$ cat src/rtl/pipeline_hazard_ctrl.sv
// Central pipeline control: advance/stall/flush/PC-enable, memory-wait tracking and halt latch.
// Optional performance counters are built when HAZARD_PERF_EN is defined; otherwise the counter ports read 0.
module pipeline_hazard_ctrl #(
  parameter int MAX_WAIT = 255
) (
  input  logic        CLK,
  input  logic        RST,
  input  logic        ihit,
  input  logic        dhit,
  input  logic        mem_req,
  input  logic [4:0]  id_rs,
  input  logic [4:0]  id_rt,
  input  logic        id_use_rs,
  input  logic        id_use_rt,
  input  logic [4:0]  ex_dest,
  input  logic        ex_regwen,
  input  logic        ex_mem2reg,
  input  logic        ex_redirect,
  input  logic        wb_halt,
  output logic        adv,
  output logic        stall,
  output logic        flush,
  output logic        pc_en,
  output logic        halted,
  output logic        timeout,
  output logic [31:0] stall_cnt,
  output logic [31:0] flush_cnt,
  output logic [31:0] wait_total,
  output logic [1:0]  state_dbg
);

  typedef enum logic [1:0] {
    S_RUN   = 2'd0,
    S_IWAIT = 2'd1,
    S_DWAIT = 2'd2,
    S_HALT  = 2'd3
  } state_t;

  localparam logic [15:0] MAX_W = 16'(MAX_WAIT);

  state_t      state, state_nxt;
  logic [15:0] wait_ctr, wait_ctr_nxt;
  logic        mem_ok;
  logic        lu;

  always_comb begin
    mem_ok    = !mem_req || dhit;
    lu        = ex_mem2reg && ex_regwen && (ex_dest != 5'd0) &&
                ((id_use_rs && (id_rs == ex_dest)) || (id_use_rt && (id_rt == ex_dest)));
    adv       = !RST && (state != S_HALT) && ihit && mem_ok;
    // A redirect squashes the dependent instruction, so it overrides the load-use bubble.
    flush     = adv && ex_redirect;
    stall     = adv && lu && !ex_redirect;
    pc_en     = adv && !stall;
    state_nxt = state;
    if (state != S_HALT) begin
      if (wb_halt && adv)          state_nxt = S_HALT;
      else if (mem_req && !dhit)   state_nxt = S_DWAIT;
      else if (!ihit)              state_nxt = S_IWAIT;
      else                         state_nxt = S_RUN;
    end
    if (adv || (state == S_HALT))  wait_ctr_nxt = 16'd0;
    else if (wait_ctr >= MAX_W)    wait_ctr_nxt = MAX_W;
    else                           wait_ctr_nxt = wait_ctr + 16'd1;
  end

  always_ff @(posedge CLK or posedge RST) begin
    if (RST) begin
      state    <= S_RUN;
      wait_ctr <= 16'd0;
      timeout  <= 1'b0;
    end else begin
      state    <= state_nxt;
      wait_ctr <= wait_ctr_nxt;
      // Sticky: raised on the edge where the wait count reaches MAX_WAIT.
      timeout  <= timeout || (wait_ctr_nxt == MAX_W);
    end
  end

  assign halted    = (state == S_HALT);
  assign state_dbg = state;

`ifdef HAZARD_PERF_EN
  logic wait_en;
  assign wait_en = !adv && (state != S_HALT) && !RST;

  always_ff @(posedge CLK or posedge RST) begin
    if (RST) begin
      stall_cnt  <= 32'd0;
      flush_cnt  <= 32'd0;
      wait_total <= 32'd0;
    end else begin
      if (stall && (stall_cnt != 32'hFFFF_FFFF))    stall_cnt  <= stall_cnt + 32'd1;
      if (flush && (flush_cnt != 32'hFFFF_FFFF))    flush_cnt  <= flush_cnt + 32'd1;
      if (wait_en && (wait_total != 32'hFFFF_FFFF)) wait_total <= wait_total + 32'd1;
    end
  end
`else
  assign stall_cnt  = 32'd0;
  assign flush_cnt  = 32'd0;
  assign wait_total = 32'd0;
`endif

endmodule

$ cat config.mk
export PLATFORM = sky130hd
export DESIGN_NAME = pipeline_hazard_ctrl
export DESIGN_NICKNAME = d
export VERILOG_FILES = /design/src/rtl/pipeline_hazard_ctrl.sv
export SDC_FILE = /design/constraint.sdc
export NUM_CORES = 1
export LEC_CHECK = 0
export ABC_AREA = 1
export CORE_MARGIN = 2
export CORE_UTILIZATION = 38
export CTS_CLUSTER_DIAMETER = 60
export DETAILED_ROUTE_END_ITERATION = 16
export PLACE_DENSITY = 0.95
export SYNTH_ARGS = -nofsm -noshare
export SYNTH_HDL_FRONTEND = slang
export SYNTH_SLANG_ARGS = --single-unit
$ cat constraint.sdc
create_clock -name CLK -period 4.92 [get_ports CLK]
set_clock_uncertainty 0.2 [all_clocks]
set_input_delay 0.984 -clock CLK [delete_from_list [all_inputs] [get_ports CLK]]
set_output_delay 0.984 -clock CLK [all_outputs]
set_load 0.05 [all_outputs]
* Word-level counts from Yosys, hierarchy flattened
Index checks and enable logic that the tools add are counted.
W data, S select, Z words.
** Cells by class
- Add/subtract/negate cells :: 1
- Multipliers :: 0
- Div/mod/pow operators :: 0
- Order comparisons :: 1
- Eq/ne operators :: 5
- Shift-type cells :: 0
- Muxes and demuxes :: 5
- Bitwise logic cells :: 0
- Reduce and logical (&&, ||, !) cells :: 24
** Operators by type and width (count)
- $mux W16 :: 2
- $add A16 B1 Y16 const B :: 1
- $eq A16 B8 Y1 const B :: 1
- $ge A16 B8 Y1 const B :: 1
- $logic_and A1 B1 Y1 :: 14
- $eq A5 B5 Y1 :: 2
- $logic_not A1 Y1 :: 5
- $reduce_bool A5 Y1 :: 1
- $logic_or A1 B1 Y1 :: 4
- $mux W2 :: 2
- $eq A2 B2 Y1 const B :: 1
- $ne A2 B2 Y1 const B :: 1
- $mux W1 :: 1
** Word-level totals
- Register bits :: 19
- Bits in latches :: 0
- RAM bits :: 0
- Memory bits (read-only) :: 0
- Bits of input ports :: 26
- Output and inout port bits :: 104
- Logic and storage cells :: 39
- Memories :: 0

* Depth between registers and ports, before layout
- Word-level depth :: 8
- Mapped depth :: 10
- Depth with buffers taken out :: 10

* Least setup slack after synthesis
OpenSTA, ideal clock, no wires.
- Path kind :: input port to output port
- Start :: input port RST
- End :: output port pc_en
- Arrival :: 2916 ps
- Data required time :: 3736 ps
- Path slack :: 820 ps
- Cell stages on the path :: 5
- Path buffers :: 0
- Cells stage by stage :: inv_1 -> nand3_2 -> nor2_4 -> inv_1 -> a21oi_1
** Between the ends
- Longest elaborated chain between the ends :: 8
** RTL lines
- from (decl) :: RTL line 7 : input logic RST,
- $logic_not A1 Y1 (no source line) *
- $logic_and A1 B1 Y1 * (3 in a row) :: RTL line 50 : adv = !RST && (state != S_HALT) && ihit && mem_ok;
- via adv :: RTL line 20 : output logic adv,
- $logic_and A1 B1 Y1 (2 in a row) :: RTL line 53 : stall = adv && lu && !ex_redirect;
- $logic_not A1 Y1 :: RTL line 54 : pc_en = adv && !stall;
- $logic_and A1 B1 Y1 * :: RTL line 54
- to (decl) :: RTL line 23 : output logic pc_en,
The timed path passes the listed nets; every way through them passes the cells marked *.

* Worst setup path after layout
- Start :: input port ex_dest[3]
- End :: output port pc_en
** Between the ends
- Longest elaborated chain between the ends :: 8
- Elaborated cells between the ends (all ways) :: 12
** RTL lines
- from (decl) :: RTL line 15 : input logic [4:0] ex_dest,
- $eq A5 B5 Y1 :: RTL line 49 : ((id_use_rs && (id_rs == ex_dest)) || (id_use_rt && (id_rt == ex_dest)));
- $logic_and A1 B1 Y1 :: RTL line 49
- $logic_or A1 B1 Y1 :: RTL line 49
- $logic_and A1 B1 Y1 * :: RTL line 48 : lu = ex_mem2reg && ex_regwen && (ex_dest != 5'd0) &&
- $logic_and A1 B1 Y1 * (2 in a row) :: RTL line 53
- $logic_not A1 Y1 * :: RTL line 54
- $logic_and A1 B1 Y1 * :: RTL line 54
Every way passes the cells marked *; elsewhere a longest branch is shown, timed or not.

==> impl_metrics.env <==
export IMPL_power_total_uw=638
export IMPL_period_needed_ps=4110
export IMPL_place_worst_setup_slack_ps=819
export IMPL_clkTransAtPathRegs_ps=60
export IMPL_p_leak_nw=1.12
export IMPL_row_count=25
export IMPL_setup_worst_path_class="primary input to primary output"
export IMPL_setup_violations=0
export IMPL_yosysMostFrequentCell="buf_4"
export IMPL_synthTopCellsByArea="buf_4, dfrtp_1, nand2_1, inv_1, nor2_1"
export IMPL_finalCoreUtilization_pct=41.7
export IMPL_clock_latency_ps=250
export IMPL_muxShareOfSynthArea_pct=0
export IMPL_multi_input_area_um2=917
export IMPL_synth_simple_area_share_pct=20.6
export IMPL_seq_area_frac_synth_pct=25.8
export IMPL_synth_top_family_by_area="buffers and inverters"
export IMPL_tightestPinTransition_ps=504
export IMPL_grt_usage_pct=8.92
export IMPL_synth_top_cell_by_area="buf_4"
export IMPL_start_util_pct=39.3
export IMPL_yosysWarnings=0
export IMPL_grt_pass1_vias=1032
export IMPL_cp_common_cell="clkdlybuf4s50_1"
export IMPL_synth_area_um2=1840
export IMPL_cts_tree="done"
export IMPL_crit_path_start_kind="primary input"
export IMPL_timing_hold_ws_ps=268
export IMPL_dr_first_iter_drc_count=7
export IMPL_cp_cell_sequence="clkdlybuf4s50_1 -> inv_1 -> o21ai_0 -> nor2_1 -> nand3_1 -> nand2_1 -> a21oi_1 -> clkdlybuf4s50_1"
export IMPL_finalSetupTns_ps=0
export IMPL_insertedDiodeCount=0
export IMPL_die_w_um=73.6
export IMPL_fill_cells=469
export IMPL_cts_sinks=19
export IMPL_end_kind="primary output"
export IMPL_die_y_um=73.6
export IMPL_maxSlewHeadroom_pct=66.3
export IMPL_ys_flop_type="dfrtp_1"
export IMPL_power_density_nw_per_um2=326
export IMPL_hold_viol=0
export IMPL_fmax_mhz=243
export IMPL_slowest_stage="clkdlybuf4s50_1"
export IMPL_post_dp_hpwl_mm=2.38
export IMPL_fin_nets=322
export IMPL_drc=0
export IMPL_core_um2=4690
export IMPL_clock_root_buffer="clkbuf_8"
export IMPL_outcome="completed"
export IMPL_maxSlewViolCount=0
export IMPL_hold_class="flip-flop to flip-flop"
export IMPL_path_delay_family="buffers and inverters"
export IMPL_io_pins=130
export IMPL_place_congestion=0.817
export IMPL_vias=1294
export IMPL_antenna_left=0
export IMPL_crit_buf_inv=3
export IMPL_critPathMaxStageDelay_ps=820
export IMPL_die_area_um2=5420
export IMPL_grt_pass1_wl_mm=3.90
export IMPL_cts_setup_buffers=0
export IMPL_cap_viol_max_count=0
export IMPL_synth_xor_area_share_pct=2.38
export IMPL_synth_top_area_share_pct=39.1
export IMPL_synth_cell_types=26
export IMPL_cts_resized=0
export IMPL_grt_overflow_total=0
export IMPL_wl_per_cell_um=7.54
export IMPL_path_max_fanout=3
export IMPL_syn2layout_area_growth_pct=6.18
export IMPL_grt_max_degree=20
export IMPL_antenna_found_initial=0
export IMPL_viasPerCell=3.72
export IMPL_io_buffer_count=33
export IMPL_synth_common_cells="buf_4, nand2_1, inv_1"
export IMPL_period_share_pct=83.5
export IMPL_worst_ep_required_time_ps=3740
export IMPL_ctsHoldBuffers=0
export IMPL_syn_area_per_cell_um2=7.40
export IMPL_synth_adder_area_share_pct=0.679
export IMPL_rsz0062_at_grt="no"
export IMPL_cts_made_buffers=3
export IMPL_async_flop_share_pct=100
export IMPL_htree_num_levels=1
export IMPL_synth_edff_count=0
export IMPL_peakVddDrop_uv=183
export IMPL_dr_pass1_iters=4
export IMPL_synth_compound_area_share_pct=4.96
export IMPL_clockBufferDepth=2
export IMPL_synth_seq_cells=19
export IMPL_worstPathArrival_ps=2920
export IMPL_routed_wirelength_mm=2.62
export IMPL_regArea_um2=475
export IMPL_fin_ws_ps=812
export IMPL_syn_inst=249
export IMPL_drive_gt1_share_pct=4.76
-- final cells by class --
type                    instances  share of cell area (%)
clock buffers                   4                    2.30
inverters                      31                    5.95
multi-input cells             206                    46.9
flip-flops and latches         19                    24.3
well taps                      54                    3.45
repair buffers                 34                    17.1
-- flip-flops by register name (all words and copies together) (netlist names) --
name       cells
state_dbg      2
timeout        1
wait_ctr      16
-- worst paths after layout --
| path | to | from | slack, ps | cells after the start |
|---|---|---|---|---|
| worst min register to register | timeout$_DFF_PP0_ | timeout$_DFF_PP0_ | 270 | 2 |
| min in group asynchronous | wait_ctr[12]$_DFF_PP0_ | RST | 890 | 3 |
| worst max-delay path | pc_en | ex_dest[3] | 810 | 8 |
| max in group asynchronous | wait_ctr[6]$_DFF_PP0_ | RST | 3440 | 3 |
| worst max register to register | timeout$_DFF_PP0_ | wait_ctr[0]$_DFF_PP0_ | 3260 | 9 |
| worst min-delay path | timeout$_DFF_PP0_ | timeout$_DFF_PP0_ | 270 | 2 |
-- power breakdown --
| group | total [mW] | switching [mW] | internal [mW] |
|---|---|---|---|
| Clock | 0.104 | 0.0461 | 0.0574 |
| Combinational | 0.337 | 0.267 | 0.0704 |
| Sequential | 0.197 | 0.0185 | 0.179 |
| Total | 0.638 | 0.331 | 0.307 |
-- per-stage QoR --
stage	area [µm²]	cells
finish	1960	348
detailed placement	1910	344
CTS	1960	348
floorplan	2230	352
global route	1960	348
global placement	1910	344
-- worst reg2reg max path: stages, from the launching register on --
cell	delay [ps]
dfrtp_1	400
ha_1	240
nand3_1	110
nor2_1	60
nor2_1	240
nand2_1	80
nand2_1	60
nor2_1	40
nand3_1	60
nand2_1	50
-- placed cells by master, fill, tap and decap left out, types with 3 or more instances in the layout --
cell / instances
a21oi_1: 6
clkbuf_8: 3
clkdlybuf4s50_1: 32
conb_1: 104
dfrtp_1: 19
inv_1: 29
nand2_1: 41
nand3_1: 10
nor2_1: 18
o21ai_0: 6
xnor2_1: 3
-- layer usage --
metal  vias to the layer above  global-route usage [%]  share of wire [%]  wire (µm)
met5                         -                       0                  0          0
met2                        77                    17.3                 58       1530
li1                        644                       -                  -          -
met3                         2                    1.92                8.5        222
met4                         0                    3.43               0.38         10
met1                       571                    9.17                 33        863
-- kinds of logic (layout without fill, tap and decap cells) --
family / after synthesis / after routing
adders and majority gates: 1 / 1
AOI/OAI and AO/OA: 16 / 16
xor gates and xnor gates: 5 / 5
other: 1 / 104
and+or+nand+nor: 80 / 80
DFF: 19 / 19
buffers and inverters: 127 / 69
(Power assumes the default switching activity.)
